<file path="src/rtl/debug_pkg.sv">
// Shared state encodings, default command bytes and sizing helper for the UART debug unit.
// No logic; constants only.
// No flow control.
package debug_pkg;

   localparam logic [2:0] ST_IDLE  = 3'd0;
   localparam logic [2:0] ST_CONT  = 3'd1;
   localparam logic [2:0] ST_STEP  = 3'd2;
   localparam logic [2:0] ST_PULSE = 3'd3;
   localparam logic [2:0] ST_SEND  = 3'd4;

   localparam logic [7:0] CMD_CONT_DEF = 8'h63;
   localparam logic [7:0] CMD_STEP_DEF = 8'h73;
   localparam logic [7:0] CMD_NEXT_DEF = 8'h6E;
   localparam logic [7:0] CMD_EXIT_DEF = 8'h65;

   function automatic int bytes_per_word(input int width);
      return (width + 7) / 8;
   endfunction

endpackage

</file>
<file path="src/rtl/debug_word_serializer.sv">
// Latches one padded word and emits it LSB byte first over the UART TX start/done handshake.
// Latency: first tx_start the cycle after load (if TX idle); wordDone one cycle after the last tx_done.
// Backpressure: tx_start only while tx_busy=0, next byte only after tx_done.
module debug_word_serializer
   import debug_pkg::*;
#(
   parameter int DATA_WIDTH = 32
)(
   input  logic                                   clock,
   input  logic                                   resetGral,
   input  logic                                   load,
   input  logic                                   oneByte,
   input  logic [bytes_per_word(DATA_WIDTH)*8-1:0] word,
   input  logic                                   tx_busy,
   input  logic                                   tx_done,
   output logic [7:0]                             tx_data,
   output logic                                   tx_start,
   output logic                                   wordDone
);

   localparam int NB = bytes_per_word(DATA_WIDTH);
   localparam int IW = (NB > 1) ? $clog2(NB) : 1;

   localparam logic [1:0] PH_IDLE  = 2'd0;
   localparam logic [1:0] PH_START = 2'd1;
   localparam logic [1:0] PH_WAIT  = 2'd2;

   logic [NB*8-1:0] shiftReg;
   logic [IW-1:0]   bytesLeft;
   logic [1:0]      phase;

   assign tx_data  = shiftReg[7:0];
   // Combinational so the strobe can never coincide with a busy transmitter.
   assign tx_start = (phase == PH_START) && !tx_busy;

   always_ff @(posedge clock or posedge resetGral) begin
      if (resetGral) begin
         shiftReg  <= '0;
         bytesLeft <= '0;
         phase     <= PH_IDLE;
         wordDone  <= 1'b0;
      end else begin
         wordDone <= 1'b0;
         case (phase)
            PH_IDLE: begin
               if (load) begin
                  shiftReg  <= word;
                  bytesLeft <= oneByte ? '0 : IW'(NB - 1);
                  phase     <= PH_START;
               end
            end
            PH_START: begin
               if (!tx_busy) phase <= PH_WAIT;
            end
            PH_WAIT: begin
               if (tx_done) begin
                  if (bytesLeft == '0) begin
                     phase    <= PH_IDLE;
                     wordDone <= 1'b1;
                  end else begin
                     bytesLeft <= bytesLeft - 1'b1;
                     shiftReg  <= shiftReg >> 8;
                     phase     <= PH_START;
                  end
               end
            end
            default: phase <= PH_IDLE;
         endcase
      end
   end

endmodule

</file>
<file path="src/rtl/debug_uart_unit.sv">
// UART debug controller: decodes host commands, gates pipe_enable, dumps NUM_WORDS debug words.
// Latency: pipe_enable reacts to halt_i combinationally; dump starts the cycle after entering SEND.
// Backpressure: bytes paced by tx_busy/tx_done; RX bytes outside IDLE/STEP dropped. DEBUG_CHECKSUM_EN adds an XOR byte.
module debug_uart_unit
   import debug_pkg::*;
#(
   parameter int         DATA_WIDTH = 32,
   parameter int         NUM_WORDS  = 64,
   parameter int         CNT_WIDTH  = 8,
   parameter logic [7:0] CMD_CONT   = CMD_CONT_DEF,
   parameter logic [7:0] CMD_STEP   = CMD_STEP_DEF,
   parameter logic [7:0] CMD_NEXT   = CMD_NEXT_DEF,
   parameter logic [7:0] CMD_EXIT   = CMD_EXIT_DEF
)(
   input  logic                         clock,
   input  logic                         resetGral,
   input  logic [7:0]                   rx_data,
   input  logic                         rx_valid,
   output logic [7:0]                   tx_data,
   output logic                         tx_start,
   input  logic                         tx_busy,
   input  logic                         tx_done,
   input  logic                         halt_i,
   output logic                         pipe_enable,
   output logic [$clog2(NUM_WORDS)-1:0] dbg_sel,
   input  logic [DATA_WIDTH-1:0]        dbg_data,
   output logic                         ledIdle,
   output logic                         ledStep,
   output logic                         ledSend,
   output logic                         ledCont,
   output logic [CNT_WIDTH-1:0]         sendCounter,
   output logic                         sentFlag
);

   localparam int             NB        = bytes_per_word(DATA_WIDTH);
   localparam int             SW        = $clog2(NUM_WORDS);
   localparam logic [SW-1:0]  LAST_WORD = SW'(NUM_WORDS - 1);

   logic [2:0]      state;
   logic            fromPulse;
   logic            loadPend;
   logic [SW-1:0]   wordIdx;
   logic            cmdAccept;
   logic            lastWord;
   logic            wordDone;
   logic            serLoad;
   logic            serOne;
   logic [NB*8-1:0] serWord;
   logic            dumpDone;

   assign lastWord    = (wordIdx == LAST_WORD);
   assign dbg_sel     = wordIdx;
   assign pipe_enable = ((state == ST_CONT) || (state == ST_PULSE)) && !halt_i;

   assign ledIdle = (state == ST_IDLE);
   assign ledCont = (state == ST_CONT);
   assign ledStep = (state == ST_STEP) || (state == ST_PULSE);
   assign ledSend = (state == ST_SEND);

   always_comb begin
      cmdAccept = 1'b0;
      if (rx_valid) begin
         case (state)
            ST_IDLE: cmdAccept = (rx_data == CMD_CONT) || (rx_data == CMD_STEP);
            ST_STEP: cmdAccept = (rx_data == CMD_NEXT) || (rx_data == CMD_EXIT);
            default: cmdAccept = 1'b0;
         endcase
      end
   end

`ifdef DEBUG_CHECKSUM_EN
   logic [7:0] csum;
   logic       csPhase;

   always_ff @(posedge clock or posedge resetGral) begin
      if (resetGral) begin
         csum    <= '0;
         csPhase <= 1'b0;
      end else if (state != ST_SEND) begin
         csum    <= '0;
         csPhase <= 1'b0;
      end else begin
         if (tx_start) csum <= csum ^ tx_data;
         if (wordDone && lastWord) csPhase <= 1'b1;
      end
   end

   // The checksum byte is loaded in the same cycle the last data word reports done.
   assign serLoad  = loadPend || (wordDone && lastWord && !csPhase);
   assign serOne   = !loadPend;
   assign serWord  = loadPend ? (NB*8)'(dbg_data) : (NB*8)'(csum);
   assign dumpDone = wordDone && lastWord && csPhase;
`else
   assign serLoad  = loadPend;
   assign serOne   = 1'b0;
   assign serWord  = (NB*8)'(dbg_data);
   assign dumpDone = wordDone && lastWord;
`endif

   always_ff @(posedge clock or posedge resetGral) begin
      if (resetGral) begin
         state       <= ST_IDLE;
         fromPulse   <= 1'b0;
         loadPend    <= 1'b0;
         wordIdx     <= '0;
         sendCounter <= '0;
         sentFlag    <= 1'b0;
      end else begin
         loadPend <= 1'b0;
         if (cmdAccept) begin
            sentFlag    <= 1'b0;
            sendCounter <= '0;
         end else if ((state == ST_SEND) && tx_done && (sendCounter != {CNT_WIDTH{1'b1}})) begin
            sendCounter <= sendCounter + 1'b1;
         end

         case (state)
            ST_IDLE: begin
               if (cmdAccept) state <= (rx_data == CMD_CONT) ? ST_CONT : ST_STEP;
            end
            ST_CONT: begin
               if (halt_i) begin
                  state     <= ST_SEND;
                  fromPulse <= 1'b0;
                  wordIdx   <= '0;
                  loadPend  <= 1'b1;
               end
            end
            ST_STEP: begin
               if (cmdAccept) state <= (rx_data == CMD_NEXT) ? ST_PULSE : ST_IDLE;
            end
            ST_PULSE: begin
               state     <= ST_SEND;
               fromPulse <= 1'b1;
               wordIdx   <= '0;
               loadPend  <= 1'b1;
            end
            ST_SEND: begin
               if (dumpDone) begin
                  sentFlag <= 1'b1;
                  wordIdx  <= '0;
                  state    <= fromPulse ? ST_STEP : ST_IDLE;
               end else if (wordDone && !lastWord) begin
                  wordIdx  <= wordIdx + 1'b1;
                  loadPend <= 1'b1;
               end
            end
            default: state <= ST_IDLE;
         endcase
      end
   end

   debug_word_serializer #(
      .DATA_WIDTH (DATA_WIDTH)
   ) u_ser (
      .clock     (clock),
      .resetGral (resetGral),
      .load      (serLoad),
      .oneByte   (serOne),
      .word      (serWord),
      .tx_busy   (tx_busy),
      .tx_done   (tx_done),
      .tx_data   (tx_data),
      .tx_start  (tx_start),
      .wordDone  (wordDone)
   );

endmodule

</file>
<file path="config.mk">
export PLATFORM = sky130hd
export DESIGN_NAME = debug_uart_unit
export DESIGN_NICKNAME = d
export VERILOG_FILES = /design/src/rtl/debug_pkg.sv /design/src/rtl/debug_word_serializer.sv /design/src/rtl/debug_uart_unit.sv
export SDC_FILE = /design/constraint.sdc
export NUM_CORES = 1
export LEC_CHECK = 0
export BUFFER_PORTS_ARGS = -buffer_cell sky130_fd_sc_hd__buf_2
export CORE_MARGIN = 4
export CORE_UTILIZATION = 55
export CTS_BUF_LIST = sky130_fd_sc_hd__clkbuf_4 sky130_fd_sc_hd__clkbuf_8
export DETAILED_ROUTE_END_ITERATION = 10
export GPL_ROUTABILITY_DRIVEN = 0
export PLACE_DENSITY_LB_ADDON = 0.08
export SYNTH_ARGS = -nofsm -noshare
export SYNTH_HDL_FRONTEND = slang
export SYNTH_SLANG_ARGS = --single-unit
</file>
<file path="constraint.sdc">
create_clock -name clock -period 2 [get_ports clock]
set_input_delay 0.2 -clock clock [delete_from_list [all_inputs] [get_ports clock]]
set_output_delay 0.2 -clock clock [all_outputs]
set_load 0.02 [all_outputs]
</file>
### Word-level counts from Yosys, hierarchy flattened

Index checks and enable logic that the tools add are counted.

* input bits: 46
* flip-flop bits (word level): 57
* logic and storage cells: 100

* add/sub/neg operators: 3
* reductions and logical operators: 25
* equal/unequal tests: 21
* mux-type cells: 41

Operators with widths (number)
* $mux 32: 3
* $pmux 32 s2: 1
* $eq 8x7->1 const B: 4
* $mux 2: 9
* $mux 6: 3
* $pmux 6 s3: 1
* $mux 8: 2
* $pmux 3 s5: 1
* $mux 1: 12
* $mux 3: 4
* $ne 2x2->1 const B: 6
* $add 8x1->8 const B: 1
* $ne 8x8->1 const B: 1
* $reduce_and 4->1: 2
* $add 6x1->6 const B: 1
* $eq 3x2->1 const B: 2
* $eq 6x6->1 const B: 1
* $logic_and 1x1->1: 6
* $pmux 2 s3: 1
* $reduce_and 3->1: 2
* $reduce_bool 2->1: 3
* $logic_not 2->1: 2
* $logic_or 1x1->1: 4
* $ne 2x1->1 const B: 2
* other kinds (13): 16

### Logic depth before layout (Yosys ltp)

* depth in word-level cells: 7
* depth in mapped cells: 8
* gate-level depth less buffers: 7

### Cells and area by module

From an unflattened synthesis, not the netlist that was laid out.

* cells, all modules: 294
* area total of the unflattened synthesis: 3011.6 um^2

By module, submodules not included
* debug_word_serializer: area an instance 1826.8 um^2, cells an instance 166, times used 1
* debug_uart_unit: area an instance 1184.9 um^2, cells an instance 128, times used 1

### Worst setup path after synthesis

No wires, ideal clock.

* path type: register -> register
* start point: register u_ser.bytesLeft[0]
* end point: register u_ser.shiftReg[1]
* period minus slack after synthesis: 1575 ps
* arrival time: 1441 ps
* cell stages (with the launch flop): 9
* buffers on the path: 2
* slack: 425 ps
* required time: 1866 ps
* path through: dfrtp_1 > inv_1 > ha_1 > nand3b_1 > a21o_1 > clkbuf_1 > clkbuf_1 > nand2_1 > o21ai_0

* longest elaborated chain between the ends: 3

Ends and longest elaborated chain
* start, declared: line debug_word_serializer.sv:29 `logic [IW-1:0] bytesLeft;`
* start signal, assigned: line debug_word_serializer.sv:48 `bytesLeft <= oneByte ? '0 : IW'(NB - 1);`
* start signal, assigned: line debug_word_serializer.sv:61 `bytesLeft <= bytesLeft - 1'b1;`
* $logic_not 2->1: line debug_word_serializer.sv:57 `if (bytesLeft == '0) begin`
* $ne 2x2->1 (no source line)
* $reduce_and 4->1 (no source line)
* end signal, assigned: line debug_word_serializer.sv:47 `shiftReg <= word;`
* end signal, assigned: line debug_word_serializer.sv:62 `shiftReg <= shiftReg >> 8;`
* end, declared: line debug_word_serializer.sv:28 `logic [NB*8-1:0] shiftReg;`

Every way passes these cells.
A chain may end at the register's enable or synchronous reset.

### Final worst setup path

* start point: register state[1]
* end point: register sendCounter[4]

* longest elaborated chain between the ends: 4
* elaborated cells between the ends (all ways): 9

Ends and longest elaborated chain
* start, declared: line debug_uart_unit.sv:39 `logic [2:0] state;`
* start signal, assigned: line debug_uart_unit.sv:119 `if (cmdAccept) state <= (rx_data == CMD_CONT) ? ST_CONT : ST_STEP;`
* start signal, assigned: line debug_uart_unit.sv:130 `if (cmdAccept) state <= (rx_data == CMD_NEXT) ? ST_PULSE : ST_IDLE;`
* start signal, assigned: line debug_uart_unit.sv:142 `state <= fromPulse ? ST_STEP : ST_IDLE;`
* $eq 3x2->1, or another cell as far along: line debug_uart_unit.sv:63 `case (state)`
* $pmux 1 s2 / $logic_and 1x1->1 (equally long branches): line debug_uart_unit.sv:63, debug_uart_unit.sv:113
* $mux 1 / $logic_and 1x1->1 (equally long branches): line debug_uart_unit.sv:62, debug_uart_unit.sv:113
* $mux 8 / $reduce_bool 2->1 (equally long branches)
* end signal, assigned: line debug_uart_unit.sv:114 `sendCounter <= sendCounter + 1'b1;`
* end, declared: line debug_uart_unit.sv:31 `output logic [CNT_WIDTH-1:0] sendCounter,`

Several ways; a longest one is shown, not always the timed one.

==> qor.csv <==
stage,metric,value,unit
status,status,"complete, no violations",
placement,# port buffers,74,
detailed_routing,DRT antenna net count,0,
cts,Max Root-Sink Buffers,2,
synthesis,main combinational cell family by area after synthesis,simple AND/OR/NAND/NOR gates,
job,max-cap violations,0,
timing,final setup vio count,0,
synthesis,Synth Net Count,352,
cells_and_area,share of post-route cells with drive strength above 1,0.279,
synthesis,synthesized flop and latch total,57,
worst_setup_path,cell chain of the critical path,nor3b_1 > o21bai_1 > a2111oi_4 > buf_4 > nor2_1,
detailed_routing,Avg WL per Cell,13.2,um
worst_setup_path,"Slowest-stage cell, CP",a2111oi_4,
synthesis,Synth area leader,dfrtp_1,
cells_and_area,combined flip-flop and latch cell area,1430,um^2
cts,Root Buffer,clkbuf_8,
detailed_routing,vias per cell,5.14,
worst_setup_path,CP endpoint kind,flop,
synthesis,Netlist Area Pre-Place,2910,um^2
timing,Final min period,1.83,ns
worst_setup_path,critical path class,flop to flop,
synthesis,"Primary FF master, synth",dfrtp_1,
cts,level count of the clock H-tree,3,
power,PwrDens,1100,nW/um^2
timing,max frequency,547,MHz
cts,clock slew at reported path FFs,0.07,ns
global_routing,pin count of the biggest net entering global routing,59,
synthesis,largest cells by area after synthesis,"dfrtp_1, mux2i_1, nand2_1",
global_routing,global-route wire length before repair,10100,um
worst_setup_path,Startpoint Class,flop,
synthesis,Mean Syn Cell Area,9.59,um^2
die,Starting Density,0.569,
timing,Final Hold Viols,0,
synthesis,post-synth cell types,46,
power,worst ir drop on vdd,0.000615,V
cells_and_area,Layout Nets,422,
synthesis,Post-Synth Simple-Gate Area,0.196,
placement,DPL Wire Length,4230,um
die,Rows,26,
die,Die Width,80.7,um
cts,Post-CTS Setup Inserts,0,
synthesis,Compound-Gate Fraction of Synth Area,0.135,
global_routing,initial antenna violation count,0,
die,core footprint,5110,um^2
power,leak pwr,0.00192,uW
synthesis,"EDFF count, synth",0,
detailed_routing,DR vias,2296,
detailed_routing,# DRC,0,
die,I/O pin count,75,
synthesis,Post-Synth Adder-Cell Area,0.0129,
timing,Least-Margin Pin Slew,0.602,ns
synthesis,mux contribution to synthesized area,0.0861,
cells_and_area,Filler cells,433,
worst_setup_path,Critical Path AT,2.04,ns
worst_setup_path,crit-path max FO,9,
global_routing,Congestion Overflow GR,0,
worst_setup_path,"slowest stage delay, CP",0.55,ns
synthesis,part of the Yosys area used for sequential elements,0.491,
synthesis,"FFs w/ async S/R, synth",1.00,
synthesis,number of cells produced by synthesis,303,
detailed_routing,final WL,5910,um
detailed_routing,first-iteration detailed-routing DRC count,104,
timing,final setup TNS,0,ns
timing,Final Max Slew Viols,0,
cts,CTS tree,yes,
cells_and_area,area of the multi-input gates,1310,um^2
timing,Final period util,0.914,
global_routing,GR Util All Layers,0.203,
synthesis,Ys Warns,0,
cts,Clock Latency Late Sink,0.33,ns
global_routing,vias in the first global route,2218,
die,Die ar.,6510,um^2
cells_and_area,area grow syn2layout,21.6,%
cells_and_area,final core utilization,0.692,
cells_and_area,ant diodes,0,
die,die height,80.7,um
synthesis,top cell type's share of synthesized area,0.491,
worst_hold_path,Tightest Hold Check Type,primary input to flop,
worst_setup_path,"Req. time, crit path",2.21,ns
timing,RSZ-0062 raised after global routing,false,
detailed_routing,DRT Pass-1 Iters,4,
cts,clk sink count,57,
cts,clock buffer count from CTS,9,
timing,Worst slew margin,0.598,
synthesis,XOR/XNOR share of the synthesized area,0.0211,
timing,skew final,0.00540,ns
## cells in the final DEF, fill, tap and decap left out, types with 3 or more instances in the layout
master	netlist	layout
a21oi_1	6	6
buf_12	0	3
buf_2	4	74
buf_4	9	4
clkbuf_8	0	9
clkinv_2	0	3
dfrtp_1	57	57
ha_1	3	3
inv_1	6	5
inv_2	2	3
mux2i_1	25	25
nand2_1	57	57
nand2b_1	4	3
nand3_1	15	15
nand3b_1	3	3
nor2_1	20	20
nor2b_1	5	5
nor3_1	4	4
nor3b_1	3	3
o21ai_0	36	36
xnor2_1	3	3
xor2_1	4	4
## cell usage after synthesis, drive strengths merged (4+ instances only)
master  count
dfrtp      57
nand2      57
o21ai      37
mux2i      25
nor2       20
buf        16
nand3      16
inv         8
clkbuf      7
a21oi       6
nor2b       5
nand2b      4
nor3        4
xor2        4
## through the flow
stage	hold slack (ns)	std cells	worst slack [ns]	area, um^2	power [uW]
global route	0.0860	447	0.0896	3530	4150
CTS	0.0749	447	0.181	3530	3920
floorplan	0.300	303	0.400	2910	2530
detailed placement	0.311	431	0.254	3320	2780
global placement	0.305	431	0.297	3320	2730
finish	0.0845	447	0.173	3530	3880
## flip-flops by register name (all words and copies together), names as in the netlist
register,count
fromPulse,1
sendCounter,8
u_ser.bytesLeft,2
loadPend,1
sentFlag,1
u_ser.phase,2
u_ser.wordDone,1
state,3
dbg_sel,6
u_ser.shiftReg,32
## final cells by class
| type | instances | share of cell area |
|---|---|---|
| Clock buffer | 9 | 0.0351 |
| Clock inverter | 6 | 0.0237 |
| Inverter | 8 | 0.00850 |
| Multi-Input combinational cell | 215 | 0.371 |
| Sequential cell | 57 | 0.404 |
| Tap cell | 70 | 0.0248 |
| Timing Repair Buffer | 82 | 0.133 |
## layer usage
metal | global-route usage | wire length (um) | vias to the layer above | share of wire
met2 | 0.306 | 2770 | 58 | 0.47
met1 | 0.285 | 2800 | 1049 | 0.47
met3 | 0.0381 | 254 | 8 | 0.043
li1 | - | - | 1181 | -
met5 | 0 | 0 | - | 0
met4 | 0.0861 | 83 | 0 | 0.014
## cells by family after synthesis
logic type / after synthesis
buffers and inverters: 31
multiplexers: 25
adder cells (fa/ha/maj): 3
AND/OR/NAND/NOR: 120
flip-flops: 57
XOR/XNOR: 7
AO/OA/AOI/OAI: 60
## where the power goes
part | internal [uW] | switching, uW | total (uW) | leakage, uW
combinational | 423 | 580 | 1000 | 0.00109
sequential | 1520 | 224 | 1740 | 0.000724
clock | 689 | 444 | 1130 | 0.000109
total | 2630 | 1250 | 3880 | 0.00192
## critical path: cells and delay by family (launching register included)
| kind | cells | cell delay [ns] |
|---|---|---|
| AND/OR/NAND/NOR | 2 | 0.31 |
| AO/OA/AOI/OAI | 2 | 0.71 |
| flip-flops | 1 | 0.47 |
| buffers and inverters | 1 | 0.23 |
## worst paths after layout
kind	from	end	slack, ns	cells past startpoint
worst max-delay path	state[1]	sendCounter[4]	0.17	5
worst min-delay path	dbg_data[28]	u_ser.shiftReg[28]	0.08	3
worst max register to register	state[1]	sendCounter[4]	0.17	5
worst min register to register	u_ser.shiftReg[30]	u_ser.shiftReg[30]	0.47	2
max in group asynchronous	resetGral	u_ser.shiftReg[5]	0.94	4
min in group asynchronous	resetGral	u_ser.shiftReg[6]	0.50	3
## what timing repair did
item / 4_1_cts / 5_1_grt
endpoints found under the hold margin: 26 / 0
gates resized for setup: 0 / 0
hold buffers: 1 / 0
(Power assumes the default switching activity.)
